===== src/rtl/port_io_pkg.sv =====
// ---------------------------------------------------------------------------
// port_io_pkg
//
// Shared definitions for the memory-mapped port blocks on the 8-bit CPU
// address bus: register addresses of the input and output ports, the bit
// positions inside the input-port status register, and the read-address
// decoder used by the input-port block.
// ---------------------------------------------------------------------------
package port_io_pkg;

    // Input-port block (read side)
    localparam logic [7:0] PORT_IN_00_ADDR   = 8'hF0;
    localparam logic [7:0] PORT_IN_01_ADDR   = 8'hF1;
    localparam logic [7:0] PORT_IN_STAT_ADDR = 8'hF2;

    // Output-port block (write side), kept here so both blocks share one map
    localparam logic [7:0] PORT_OUT_00_ADDR  = 8'hE0;
    localparam logic [7:0] PORT_OUT_01_ADDR  = 8'hE1;

    // Status register bit positions
    localparam int CHG00_BIT = 0;
    localparam int CHG01_BIT = 1;

    // Which register a read address selects
    typedef enum logic [1:0] {
        RD_SEL_NONE = 2'd0,
        RD_SEL_P00  = 2'd1,
        RD_SEL_P01  = 2'd2,
        RD_SEL_STAT = 2'd3
    } rd_sel_e;

    function automatic rd_sel_e decode_rd_addr(input logic [7:0] addr);
        rd_sel_e sel;
        sel = RD_SEL_NONE;
        case (addr)
            PORT_IN_00_ADDR:   sel = RD_SEL_P00;
            PORT_IN_01_ADDR:   sel = RD_SEL_P01;
            PORT_IN_STAT_ADDR: sel = RD_SEL_STAT;
            default:           sel = RD_SEL_NONE;
        endcase
        return sel;
    endfunction

endpackage


===== src/rtl/port_in_channel.sv =====
// ---------------------------------------------------------------------------
// port_in_channel
//
// One external input port brought into the clk domain: a two-flop
// synchronizer, an optional debounce filter, and change detection on the
// accepted ("stable") value.
//
// Build option: PORT_IN_DEBOUNCE_EN
//   undefined : stable <= sync2 every cycle (pin-to-stable = 2 edges after
//               the sampling edge).
//   defined   : a candidate register plus a saturating stability counter;
//               stable only takes the candidate once it has been seen for
//               DEBOUNCE_CYCLES consecutive cycles.
//
// Ports:
//   clk      in   system clock, rising edge
//   reset    in   asynchronous, active-low reset
//   port_in  in   DATA_W-bit pin value, asynchronous to clk
//   stable   out  accepted port value
//   changed  out  one-cycle pulse: stable differs from its previous value
// ---------------------------------------------------------------------------
module port_in_channel
    import port_io_pkg::*;
#(
    parameter int DATA_W          = 8,
    parameter int DEBOUNCE_CYCLES = 16
) (
    input  logic              clk,
    input  logic              reset,
    input  logic [DATA_W-1:0] port_in,
    output logic [DATA_W-1:0] stable,
    output logic              changed
);

    logic [DATA_W-1:0] sync1;
    logic [DATA_W-1:0] sync2;
    logic [DATA_W-1:0] stable_q;
    logic [DATA_W-1:0] stable_prev;

    // A zero-cycle filter would accept every value immediately and the
    // counter width below would collapse; refuse such a build outright.
    if (DEBOUNCE_CYCLES < 1) begin : g_cfg_check
        $error("port_in_channel: DEBOUNCE_CYCLES must be at least 1");
    end

    // ---- synchronizer: pin -> sync1 -> sync2 ----
    always_ff @(posedge clk or negedge reset) begin
        if (!reset) begin
            sync1 <= '0;
            sync2 <= '0;
        end else begin
            sync1 <= port_in;
            sync2 <= sync1;
        end
    end

`ifdef PORT_IN_DEBOUNCE_EN
    localparam int CNT_W = $clog2(DEBOUNCE_CYCLES + 1);
    localparam logic [CNT_W-1:0] CNT_MAX = CNT_W'(DEBOUNCE_CYCLES);

    logic [DATA_W-1:0] candidate;
    logic [CNT_W-1:0]  stab_cnt;

    // ---- debounce: candidate tracks sync2, counter measures how long ----
    always_ff @(posedge clk or negedge reset) begin
        if (!reset) begin
            candidate <= '0;
            stab_cnt  <= '0;
            stable_q  <= '0;
        end else begin
            if (sync2 != candidate) begin
                candidate <= sync2;
                stab_cnt  <= '0;
            end else if (stab_cnt != CNT_MAX) begin
                stab_cnt  <= stab_cnt + 1'b1;
            end
            // The candidate has been held long enough; re-loading the same
            // value every cycle while saturated is harmless.
            if (stab_cnt == CNT_MAX) begin
                stable_q <= candidate;
            end
        end
    end
`else
    // ---- stable stage: straight register after the synchronizer ----
    always_ff @(posedge clk or negedge reset) begin
        if (!reset) begin
            stable_q <= '0;
        end else begin
            stable_q <= sync2;
        end
    end
`endif

    // ---- change detect: compare against the previous-cycle stable ----
    always_ff @(posedge clk or negedge reset) begin
        if (!reset) begin
            stable_prev <= '0;
        end else begin
            stable_prev <= stable_q;
        end
    end

    // Both operands are registers, so the pulse is glitch-free and lasts
    // exactly the one cycle after stable moves. Because stable_prev resets
    // to zero, a nonzero pin at reset release also produces a pulse.
    assign changed = (stable_q != stable_prev);
    assign stable  = stable_q;

endmodule


===== src/rtl/port_inputs.sv =====
// ---------------------------------------------------------------------------
// port_inputs
//
// Memory-mapped input-port block, the read-side counterpart of the output
// ports at 0xE0/0xE1. Two asynchronous 8-bit pin groups are synchronized
// (and optionally debounced) by port_in_channel instances; this level owns
// the sticky change flags, the read mux and the interrupt.
//
//   0xF0  read  stable value of port_in_00
//   0xF1  read  stable value of port_in_01
//   0xF2  read  {6'b0, chg01, chg00}; reading clears both flags
//
// Build option: PORT_IN_DEBOUNCE_EN enables the debounce filter inside each
// channel (DEBOUNCE_CYCLES consecutive stable cycles before acceptance).
//
// Ports:
//   clk         in   system clock, rising edge
//   reset       in   asynchronous, active-low reset
//   re          in   CPU read strobe (one cycle)
//   address     in   CPU address [7:0]
//   port_in_00  in   external port 0 pins, asynchronous
//   port_in_01  in   external port 1 pins, asynchronous
//   data_out    out  registered read data, holds between mapped reads
//   data_valid  out  one-cycle pulse the cycle after a mapped read
//   irq         out  high while either change flag is pending
// ---------------------------------------------------------------------------
module port_inputs
    import port_io_pkg::*;
#(
    parameter int DEBOUNCE_CYCLES = 16
) (
    input  logic       clk,
    input  logic       reset,
    input  logic       re,
    input  logic [7:0] address,
    input  logic [7:0] port_in_00,
    input  logic [7:0] port_in_01,
    output logic [7:0] data_out,
    output logic       data_valid,
    output logic       irq
);

    logic [7:0] stable00;
    logic [7:0] stable01;
    logic       changed00;
    logic       changed01;
    logic       chg00;
    logic       chg01;
    logic [7:0] status;
    rd_sel_e    rd_sel;

    // ---- per-port synchronize / debounce / change detect ----
    port_in_channel #(
        .DATA_W          (8),
        .DEBOUNCE_CYCLES (DEBOUNCE_CYCLES)
    ) u_ch00 (
        .clk     (clk),
        .reset   (reset),
        .port_in (port_in_00),
        .stable  (stable00),
        .changed (changed00)
    );

    port_in_channel #(
        .DATA_W          (8),
        .DEBOUNCE_CYCLES (DEBOUNCE_CYCLES)
    ) u_ch01 (
        .clk     (clk),
        .reset   (reset),
        .port_in (port_in_01),
        .stable  (stable01),
        .changed (changed01)
    );

    always_comb begin
        status            = '0;
        status[CHG00_BIT] = chg00;
        status[CHG01_BIT] = chg01;
    end

    assign rd_sel = re ? decode_rd_addr(address) : RD_SEL_NONE;

    // ---- read response and flag register stage ----
    always_ff @(posedge clk or negedge reset) begin
        if (!reset) begin
            data_out   <= '0;
            data_valid <= 1'b0;
            chg00      <= 1'b0;
            chg01      <= 1'b0;
        end else begin
            data_valid <= 1'b0;
            chg00      <= chg00 | changed00;
            chg01      <= chg01 | changed01;
            case (rd_sel)
                RD_SEL_P00: begin
                    data_out   <= stable00;
                    data_valid <= 1'b1;
                end
                RD_SEL_P01: begin
                    data_out   <= stable01;
                    data_valid <= 1'b1;
                end
                RD_SEL_STAT: begin
                    // Report the flags as they stand before this edge, then
                    // clear them -- unless a change lands on this very edge,
                    // in which case the new event must not be lost.
                    data_out   <= status;
                    data_valid <= 1'b1;
                    chg00      <= changed00;
                    chg01      <= changed01;
                end
                default: begin
                    // unmapped or idle: data_out holds
                end
            endcase
        end
    end

    assign irq = chg00 | chg01;

endmodule


===== config.mk =====
export PLATFORM = sky130hd
export DESIGN_NAME = port_inputs
export DESIGN_NICKNAME = d
export VERILOG_FILES = /design/src/rtl/port_io_pkg.sv /design/src/rtl/port_in_channel.sv /design/src/rtl/port_inputs.sv
export SDC_FILE = /design/constraint.sdc
export NUM_CORES = 1
export LEC_CHECK = 0
export ABC_AREA = 1
export CORE_MARGIN = 10
export CORE_UTILIZATION = 53
export DETAILED_ROUTE_END_ITERATION = 8
export GPL_TIMING_DRIVEN = 0
export PLACE_DENSITY_LB_ADDON = 0.25
export SYNTH_ARGS = -nofsm -noshare
export SYNTH_HDL_FRONTEND = slang
export SYNTH_SLANG_ARGS = --single-unit

===== constraint.sdc =====
create_clock -name clk -period 1.5 [get_ports clk]
set_clock_uncertainty 0.2 [all_clocks]
set_input_delay 0.3 -clock clk [delete_from_list [all_inputs] [get_ports clk]]
set_output_delay 0.3 -clock clk [all_outputs]
set_load 0.02 [all_outputs]

==> results.md <==
Final layout:
- The layout overhead on the synthesized area is 26.26%.
- The number of standard cells in the final layout excluding fillers is 330.
- The layout filler cell count is ~330.
- In the final layout, the share of cells above drive strength 1 is 0.2395.
- 0 antenna diodes ended up in the layout.
- The core occupancy in the finished layout is 0.6971.
- The final layout contains about 290 nets.

Critical path:
- The critical path in this run is classified as reg2out.
- Data on the critical path arrives at its endpoint at approximately 1100 ps.
- The end of the worst register-to-register path is chg01.
- The data required time of the worst path is 1000 ps.
- The worst reg2reg path depth is 4.
- The nature of the critical path startpoint is a flop.
- The worst setup path is captured at an output port.
- The worst flop-to-flop path startpoint is u_ch01.stable[0].
- The peak fanout along the critical path is 2.
- For flop-to-flop paths, the worst setup slack is approximately 240 ps.

Placement:
- The post-placement setup slack is -410.9 ps.
- The total of buffers placed on input and output ports is 36.
- The placer congestion estimate is between 0.8 and 0.9.
- The wire-length estimate of the detail-placed layout is roughly 2900 µm.
- Including well taps, the total number of placed cells is slightly above 300.

Power and ir drop:
- The power per standard cell area is roughly 1300 mW/mm².
- The analysis attributes to cell leakage a power of approximately 1.7 nW.
- VDD sags by at most between 0.8 and 0.9 mV.
- The completed layout was analyzed and its total power is around 4.2 mW.

Route:
- The mean routed wirelength per cell is 13.02 µm.
- The routed via count is 1506.
- After detailed routing, the number of remaining DRC violations is 0.
- The post-detailed-route via-to-cell ratio is around 4.6.
- The routed wire length is between 4000 and 5000 µm.
- For this run, the detailed router's first-pass iteration total came to 4.
- The count of nets left with antenna violations once routing finished came out at 0.
- In this run, the number of DRC markers left after iteration 0 of detailed routing was between 70 and 80.

Global routing:
- The number of antenna violations at the first check in global routing is 0.
- The total routing usage reported by global routing is 0.1146.
- Summed over all layers, the global routing overflow is 0.
- The first global-routing pass estimated ~7500 µm of wire.
- The number of global-route vias before repair came to between 1500 and 2000.
- The maximum number of pins on one net before global-route repair is between 70 and 80.

Logic synthesis:
- The synthesized instance count is 207.
- The total nets after synthesis is 234.
- The distinct cell type count after synthesis is 18.
- The mapped cell area is 0.002625 mm².
- After synthesis the netlist holds a flip-flop and latch count of between 70 and 80.
- For this run, the number of Yosys warnings is 0.
- The synthesized area per cell is between 10 and 15 µm².
- Of the synthesized area, sequential elements account for 0.7150.

Min path:
- The beginning of the worst hold path is u_ch00.sync1[2].
- The instance count along the most critical hold path is 0.
- In this run the worst hold path is classified as reg2reg.
- The worst hold path terminates at u_ch00.sync2[2].

Clock network:
- Clock-pin slew was measured on the worst setup and hold paths at around 70 ps.
- For this design, the sink count on the clock tree is between 70 and 80.
- The CTS root buffer is clkbuf_8.
- The maximum number of buffers from clock root to sink is 2.
- The insertion delay of the later-clocked pin in the worst-skew pair is 340 ps.
- The TritonCTS clock tree is yes.
- The H-tree depth is 3.
- TritonCTS created 9 clock buffers.

Floorplanning:
- The initial utilization of the core area, before any placement, comes to 0.5521.
- The top-level I/O count is 37.
- The die outline height is roughly 90 µm.
- Measured along the x axis, the die boundary spans 90.38 µm.
- The floorplan step defined a die boundary enclosing between 0.008 and 0.009 mm².
- The area inside the core boundary is between 0.004 and 0.005 mm².
- The placement row count is 25.

Timing:
- Based on the critical path, the design can be clocked at up to roughly 0.63 GHz.
- Setup repair after global routing could not meet its margin everywhere.
- The hold violation count in the final report is 0.
- In the post-route analysis, the smallest setup slack over all paths is -91.71 ps.
- The worst-margin pin slew is approximately 630 ps.
- The smallest clock period supported by the final layout is computed as between 1500 and 2000 ps.
- Across all hold checks on the routed design, the worst slack comes to 143.0 ps.
- The final number of max-transition violations is 0.
- Dividing the final minimum period by the clock period gives 1.061.
- The relative slew slack is 0.5816.
- The final setup violation count is 1.

Flow run:
- The tool flagged a number of max-cap violations equal to 0.

Run status:
- The flow ran to the end, but the final reports show violations.
- The checks that failed: setup timing.
-- cells in the final DEF, fill, tap and decap left out, types with 3 or more instances in the layout --
cell type / instances
dlygate4sd2_1: 3
buf_4: 3
clkbuf_8: 9
clkdlybuf4s50_1: 16
o21ai_1: 5
clkinv_2: 4
nand2_2: 5
inv_1: 22
nor2_1: 10
dlymetal6s2s_1: 6
nand3_2: 3
xor2_1: 4
nor2_8: 5
dfrtp_1: 75
nand2_1: 31
nand3_1: 17
or2_2: 6
inv_2: 3
nor2_4: 3
buf_2: 8
xnor2_1: 6
nand2_4: 5
-- worst max path at each step --
stage	from	end	depth (start not counted)
finish	chg01	irq	2
floorplan	address[5]	data_out[0]	8
detailed placement	address[4]	data_out[1]	10
global route	chg01	irq	2
CTS	chg01	irq	2
global placement	reset	u_ch01.sync1[0]	1
-- cell families (layout without fill, tap and decap cells) --
kind of cell | Yosys count | after routing | share of synthesized area
simple gates | 90 | 90 | 0.2011
flops | 75 | 75 | 0.7150
buf+inv | 26 | 82 | 0.03909
xor+xnor | 10 | 10 | 0.03336
compound gates | 6 | 6 | 0.01144
-- flip-flops by register name (all words and copies together), names as in the netlist, 8 cells and up --
| register | flops |
|---|---|
| u_ch01.sync2 | 8 |
| u_ch00.sync1 | 8 |
| u_ch00.stable_prev | 8 |
| u_ch00.sync2 | 8 |
| u_ch01.stable | 8 |
| u_ch00.stable | 8 |
| u_ch01.sync1 | 8 |
| data_out | 8 |
| u_ch01.stable_prev | 8 |
-- critical path, cell delays in order, from the launching register on --
cell	delay, ps
dfrtp_1	380
or2_4	250
buf_6	130
-- final cells by class --
class	instances	area [µm²]	area share
clock buffer	10	127.6	0.03850
tap	67	83.83	0.02529
clock inverter	6	80.08	0.02416
multi-input combinational	106	681.9	0.2057
inverter	26	102.6	0.03095
timing repair buffer	40	361.6	0.1091
sequential	75	1877	0.5663
-- cells in the mapped netlist --
library cell / count / area [µm²]
dfrtp_1: 75 / 1877
nand2_1: 33 / 123.9
inv_1: 25 / 93.84
nand3_1: 18 / 90.09
nor2_1: 10 / 37.54
or2_2: 7 / 43.79
o21ai_1: 6 / 30.03
xnor2_1: 6 / 52.55
nand2_2: 5 / 31.28
nor2_8: 5 / 100.1
xor2_1: 4 / 35.03
nand2_4: 3 / 33.78
nor2_2: 3 / 18.77
nand3_2: 2 / 20.02
nor3_1: 2 / 10.01
clkinv_4: 1 / 8.760
nand3b_1: 1 / 7.510
nor2_4: 1 / 11.26
-- repair_timing --
action,4_1_cts,5_1_grt
cloned,0,0
hold endpoints to repair,75,0
gates resized for setup,47,16
setup endpoints to repair,19,93
hold buffers,1,0
setup buffers,2,1
pin swaps,5,7
-- metrics by stage --
step	setup TNS [ps]	instance area [µm²]
final	-91.71	3314
after global routing	-128.3	3314
after CTS	-106.8	3322
after detailed placement	-4289	3067
after global placement	-189000	3069
after floorplan	0	2625
-- routing by layer --
metal | vias up | track usage | wire, µm
li1 | 739 | - | -
met1 | 722 | 0.1245 | 1834
met2 | 34 | 0.1907 | 2184
met3 | 11 | 0.03574 | 182
met4 | 0 | 0.07162 | 95
met5 | - | 0 | 0
-- report_power, final --
| group | leakage, nW | internal (mW) | switching [mW] |
|---|---|---|---|
| logic | 0.734 | 0.163 | 0.235 |
| clock network | 0.110 | 0.925 | 0.670 |
| registers | 0.863 | 2.16 | 0.0664 |
Note: power is estimated with default switching activity, not from simulation.
